`src/rtl/ifu_if.sv`:
```
// ifu_if: fetch-unit bus bundle between instruction memory, fetch unit and decode/next-PC stage
// master (ifu side): drives im_req/im_addr, instr_valid/instr, pc/pc4, fetch_err/err_pc;
//                    receives im_ready/im_rvalid/im_rdata, instr_ready, npc.
// slave (memory + decode side): the mirror image.
interface ifu_if;
   logic        im_req;
   logic [31:0] im_addr;
   logic        im_ready;
   logic        im_rvalid;
   logic [31:0] im_rdata;
   logic        instr_valid;
   logic [31:0] instr;
   logic [31:0] pc;
   logic [31:0] pc4;
   logic        instr_ready;
   logic [31:0] npc;
   logic        fetch_err;
   logic [31:0] err_pc;
   modport master (
      output im_req, im_addr, instr_valid, instr, pc, pc4, fetch_err, err_pc,
      input  im_ready, im_rvalid, im_rdata, instr_ready, npc
   );
   modport slave (
      input  im_req, im_addr, instr_valid, instr, pc, pc4, fetch_err, err_pc,
      output im_ready, im_rvalid, im_rdata, instr_ready, npc
   );
endinterface

```
`src/rtl/ifu.sv`:
```
// ifu: instruction fetch unit owning the PC; one outstanding imem read, holds word for decode, commits npc
// Ports: clk; reset (async, active-low); bus (ifu_if.master) carrying the imem request/response,
// the decode valid/ready handshake, pc/pc4, the next-PC input and the sticky fetch error.
module ifu #(
   parameter logic [31:0] PC_RESET = 32'h0000_3000,
   parameter logic [31:0] IM_BYTES = 32'd16384
) (
   input logic   clk,
   input logic   reset,
   ifu_if.master bus
);
   typedef enum logic [1:0] {FETCH, WAIT, HOLD, ERR} state_t;
   state_t      state_q, state_d;
   logic [31:0] pc_q, pc_d, instr_q, instr_d, err_pc_q, err_pc_d;
   logic        valid_q, valid_d, err_q, err_d;
   logic        accept, npc_ok;
   assign accept = valid_q && bus.instr_ready;
   // unsigned subtract: targets below PC_RESET wrap to huge values and fail the window check
   assign npc_ok = (bus.npc[1:0] == 2'b00) && ((bus.npc - PC_RESET) < IM_BYTES);
   always_ff @(posedge clk or negedge reset) begin
      if (!reset) begin
         state_q  <= FETCH;
         pc_q     <= PC_RESET;
         instr_q  <= '0;
         valid_q  <= 1'b0;
         err_q    <= 1'b0;
         err_pc_q <= '0;
      end else begin
         state_q  <= state_d;
         pc_q     <= pc_d;
         instr_q  <= instr_d;
         valid_q  <= valid_d;
         err_q    <= err_d;
         err_pc_q <= err_pc_d;
      end
   end
   always_comb begin
      state_d  = state_q;
      pc_d     = pc_q;
      instr_d  = instr_q;
      err_d    = err_q;
      err_pc_d = err_pc_q;
      case (state_q)
         FETCH: state_d = bus.im_ready ? WAIT : FETCH;
         WAIT: begin
            state_d = bus.im_rvalid ? HOLD : WAIT;
            instr_d = bus.im_rvalid ? bus.im_rdata : instr_q;
         end
         HOLD: begin
            state_d  = !accept ? HOLD : npc_ok ? FETCH : ERR;
            pc_d     = accept && npc_ok ? bus.npc : pc_q;
            err_d    = accept && !npc_ok;
            err_pc_d = accept && !npc_ok ? bus.npc : err_pc_q;
         end
         default: state_d = ERR;
      endcase
      valid_d = state_d == HOLD;
   end
   always_comb begin
      // request is gated by reset so nothing is issued while reset is held
      bus.im_req      = reset && state_q == FETCH;
      bus.im_addr     = pc_q;
      bus.instr_valid = valid_q;
      bus.instr       = instr_q;
      bus.pc          = pc_q;
      bus.pc4         = pc_q + 32'd4;
      bus.fetch_err   = err_q;
      bus.err_pc      = err_pc_q;
   end
endmodule

```
`src/flat_wrapper.sv`:
```
// flat-port wrapper written by rule: the top's interface ports become plain ports
module ifu_flat 
#(
   parameter logic [31:0] PC_RESET = 32'h0000_3000,
   parameter logic [31:0] IM_BYTES = 32'd16384
)
  (clk, reset, bus_im_req, bus_im_addr, bus_instr_valid, bus_instr, bus_pc, bus_pc4, bus_fetch_err, bus_err_pc, bus_im_ready, bus_im_rvalid, bus_im_rdata, bus_instr_ready, bus_npc);
  ifu_if bus_i ();
  input logic clk;
  input logic reset;
  output wire logic [$bits(bus_i.im_req)-1:0] bus_im_req;
  output wire logic [$bits(bus_i.im_addr)-1:0] bus_im_addr;
  output wire logic [$bits(bus_i.instr_valid)-1:0] bus_instr_valid;
  output wire logic [$bits(bus_i.instr)-1:0] bus_instr;
  output wire logic [$bits(bus_i.pc)-1:0] bus_pc;
  output wire logic [$bits(bus_i.pc4)-1:0] bus_pc4;
  output wire logic [$bits(bus_i.fetch_err)-1:0] bus_fetch_err;
  output wire logic [$bits(bus_i.err_pc)-1:0] bus_err_pc;
  input wire logic [$bits(bus_i.im_ready)-1:0] bus_im_ready;
  input wire logic [$bits(bus_i.im_rvalid)-1:0] bus_im_rvalid;
  input wire logic [$bits(bus_i.im_rdata)-1:0] bus_im_rdata;
  input wire logic [$bits(bus_i.instr_ready)-1:0] bus_instr_ready;
  input wire logic [$bits(bus_i.npc)-1:0] bus_npc;
  assign bus_im_req = bus_i.im_req;
  assign bus_im_addr = bus_i.im_addr;
  assign bus_instr_valid = bus_i.instr_valid;
  assign bus_instr = bus_i.instr;
  assign bus_pc = bus_i.pc;
  assign bus_pc4 = bus_i.pc4;
  assign bus_fetch_err = bus_i.fetch_err;
  assign bus_err_pc = bus_i.err_pc;
  assign bus_i.im_ready = bus_im_ready;
  assign bus_i.im_rvalid = bus_im_rvalid;
  assign bus_i.im_rdata = bus_im_rdata;
  assign bus_i.instr_ready = bus_instr_ready;
  assign bus_i.npc = bus_npc;
  ifu #(.PC_RESET(PC_RESET), .IM_BYTES(IM_BYTES)) u_core (.clk(clk), .reset(reset), .bus(bus_i));
endmodule
```
`config.mk`:
```
export PLATFORM = sky130hd
export DESIGN_NAME = ifu_flat
export DESIGN_NICKNAME = d
export VERILOG_FILES = /design/src/rtl/ifu_if.sv /design/src/rtl/ifu.sv /design/src/flat_wrapper.sv
export SDC_FILE = /design/constraint.sdc
export NUM_CORES = 1
export LEC_CHECK = 0
export ABC_AREA = 1
export BUFFER_PORTS_ARGS = -buffer_cell sky130_fd_sc_hd__buf_4
export CAP_MARGIN = 25
export CORE_MARGIN = 2
export CORE_UTILIZATION = 51
export CTS_CLUSTER_DIAMETER = 60
export DETAILED_ROUTE_END_ITERATION = 8
export GPL_ROUTABILITY_DRIVEN = 0
export PLACE_DENSITY = 0.86
export RECOVER_POWER = 50
export SKIP_LAST_GASP = 1
export SLEW_MARGIN = 15
export SYNTH_ARGS = -nofsm -noshare
export SYNTH_HDL_FRONTEND = slang
export SYNTH_SLANG_ARGS = --single-unit
```
`constraint.sdc`:
```
create_clock -name clk -period 3.85 [get_ports clk]
set_clock_uncertainty 0.1 [all_clocks]
set_input_delay 0.385 -clock clk [delete_from_list [all_inputs] [get_ports clk]]
set_output_delay 0.385 -clock clk [all_outputs]
set_load 0.01 [all_outputs]
```
==> impl_metrics.yaml <==
pwr:
  p_per_area_mw_per_mm2: 432
  p_leak_nw: 3.35
  worst_ir_drop_vdd_mv: 0.247
cts:
  cts_tree: "built"
  cts_hold_buf: 1
  clk_pin_slew_ns: 0.09
  cts_made_buffers: 9
  cts.sinks: 100
  ctsResizeCount: 0
  post-cts-setup-buffers: 0
  clkLatencyLatePin_ns: 0.35
  h-tree-depth: 3
  ctsLongestPathBuffers: 2
  cts-root-buf: "clkbuf_8"
cells_and_area:
  nFillCells: 913
  seq_area_mm2: 0.00250
  multi_input_area_mm2: 0.00209
  n_antenna_cell: 0
  mostFrequentLayoutCells: "nand2_1 (160), clkbuf_1 (129), buf_4 (108)"
  syn2layout_area_growth_pct: 25.4
  final_core_util_pct: 65.9
  final_common_cell: "nand2_1"
  post_route_cells_drive_above_1_share_pct: 21.2
  nNetsFinal: 881
synthesis:
  ys_types: 32
  yosys.area.top_type: "dfrtp_1"
  netlist_instances: 612
  synthTopCellsByArea: "dfrtp_1 (48%), nand2_1 (12%), mux2_2 (7.0%), nand3_1 (5.8%), nor2_1 (5.2%)"
  synth-seq-cells: 100
  synth_top_area_share_pct: 47.5
  ys_seq_area_share_pct: 48.5
  yosys_warnings: 0
  syn_area_mm2: 0.00516
  synth.avg_cell_area_um2: 8.43
  synth_fp_nets: 682
sta:
  setup_violations: 0
  max-slew-margin-rel_pct: -13.2
  worst_slew_pin_slew_ns: 1.70
  max_freq_mhz: 300
  timing.final.hold_violations: 0
  fin_crit_ns: 3.34
  setup_tns_ns: 0
  whs_ns: 0.152
  slew_viol_final: 34
  min_period_over_period_pct: 86.7
  rsz0062_at_grt: "false"
floorplan:
  start_util_pct: 52.5
  die-height_um: 105
  fp.coreArea_mm2: 0.00982
  die_area_mm2: 0.0109
  die_x_um: 105
  top_level_ports: 232
  rows: 36
place:
  io_buffer_count: 231
  dp_hpwl_um: 10800
worst_setup_path:
  arrival_ns: 2.85
  end_kind: "output pin"
  ff2ff_path_depth: 4
  reg2reg_slack_ns: 1.44
  r2r_end: "u_core.bus.instr[19]"
  reg2reg_from: "u_core.state_q[1]"
  cp_max_fo: 5
  cp.required_ns: 3.37
  startpoint_type: "register"
  path_class: "register to output pin"
drt:
  vias: 4864
  dr_wl_met2_um: 7090
  detail_route.wirelength_um: 14000
  final_antenna_net_count: 0
  drt-initial-drc-count: 287
  via_per_inst: 5.13
  first_pass_iters: 5
  top_layer: "met4"
  drc: 0
  wl_met1_um: 5420
  wl_met3_um: 1040
  route.detailed.wl_per_inst_um: 14.7
grt:
  antenna_found_initial: 0
  grt_use_total_pct: 25.9
  grt_pass1_wl_um: 22900
  grt-ovfl-total: 0
  grt_max_degree: 58
  grt_pass1_vias: 4771
status:
  violations: "max-capacitance violations, max-slew violations"
  outcome: "finished with violations"
worst_hold_path:
  hold_depth: 2
  hold_class: "input pin to register"
  min_to: "u_core.bus.instr[3]"
  hp-start: "bus_im_rdata[3]"
run:
  cap_violations: 1
## critical path, stage by stage (launching register included)
cell and delay [ns]:
dfrtp_1 0.49, ha_1 0.23, and3_1 0.20, nand3_1 0.17, nor3_1 0.44, nand3_1 0.25, nor2_1 0.28, nand3_1 0.13
xor2_1 0.16, buf_4 0.14
## flip-flops by register name, indices dropped and copies added (netlist names)
name and cells:
u_core.state_q 2, u_core.bus.instr_valid 1, u_core.bus.im_addr 32, u_core.bus.fetch_err 1, u_core.bus.err_pc 32, u_core.bus.instr 32
## cells by family (layout without fill, tap and decap cells)
group	Yosys count	after routing	synth area share, %
AOI/OAI and AO/OA	19	19	1.89
and+or+nand+nor	325	325	27.0
muxes	32	32	6.98
adders and majority gates	1	1	0.242
DFF	100	100	48.5
buffers and inverters	109	313	11.0
xor gates and xnor gates	26	26	4.41
## final cells by class
cell class / instances / share of cell area [%]
sequential: 100 / 38.7
tap: 133 / 2.57
timing repair buffer: 236 / 20.1
clock inverter: 5 / 0.812
inverter: 61 / 3.54
multi-input combinational: 403 / 32.3
clock buffer: 11 / 2.03
## cells in the mapped netlist (all sizes together)
cell type / n
a21oi: 1
dfrtp: 98
a22oi: 1
buf: 43
and3: 2
mux2: 32
dfstp: 2
xnor2: 2
and2: 1
nand4: 6
nor3b: 1
clkbuf: 5
nor4: 3
nor2: 77
xor2: 24
o21ai: 17
ha: 1
inv: 61
nand3: 61
nand2: 164
nor3: 10
## where the power goes
| group | switching (W) | internal [W] | total [W] |
|---|---|---|---|
| clock network | 0.000344 | 0.000298 | 0.000642 |
| registers | 0.000139 | 0.00129 | 0.00143 |
| logic | 0.000446 | 0.000278 | 0.000724 |
## worst max-delay path by stage
stage | start | endpoint
2_1_floorplan | u_core.bus.im_addr[2] | bus_pc4[26]
3_3_place_gp | u_core.bus.im_addr[2] | bus_pc4[26]
3_5_place_dp | bus_npc[17] | u_core.bus.instr_valid
4_1_cts | u_core.bus.im_addr[3] | bus_pc4[26]
5_1_grt | u_core.bus.im_addr[3] | bus_pc4[26]
6_report | u_core.bus.im_addr[3] | bus_pc4[26]
## metrics by stage
| step | setup WS [ns] | area, um^2 | total power (W) | instances |
|---|---|---|---|---|
| finish | 0.513 | 6470 | 0.00279 | 949 |
| global placement | 0.955 | 6750 | 0.00234 | 932 |
| CTS | 0.498 | 6950 | 0.00302 | 949 |
| detailed placement | 0.793 | 6750 | 0.00237 | 932 |
| global route | 0.216 | 6470 | 0.00297 | 949 |
| floorplan | 1.36 | 5160 | 0.00181 | 612 |
## per-layer routing
metal / vias to the layer above / global-route usage, %
li1: 2298 / -
met1: 2269 / 31.4
met2: 254 / 45.1
met3: 43 / 4.30
met4: 0 / 12.1
met5: - / 0
(Power assumes the default switching activity.)
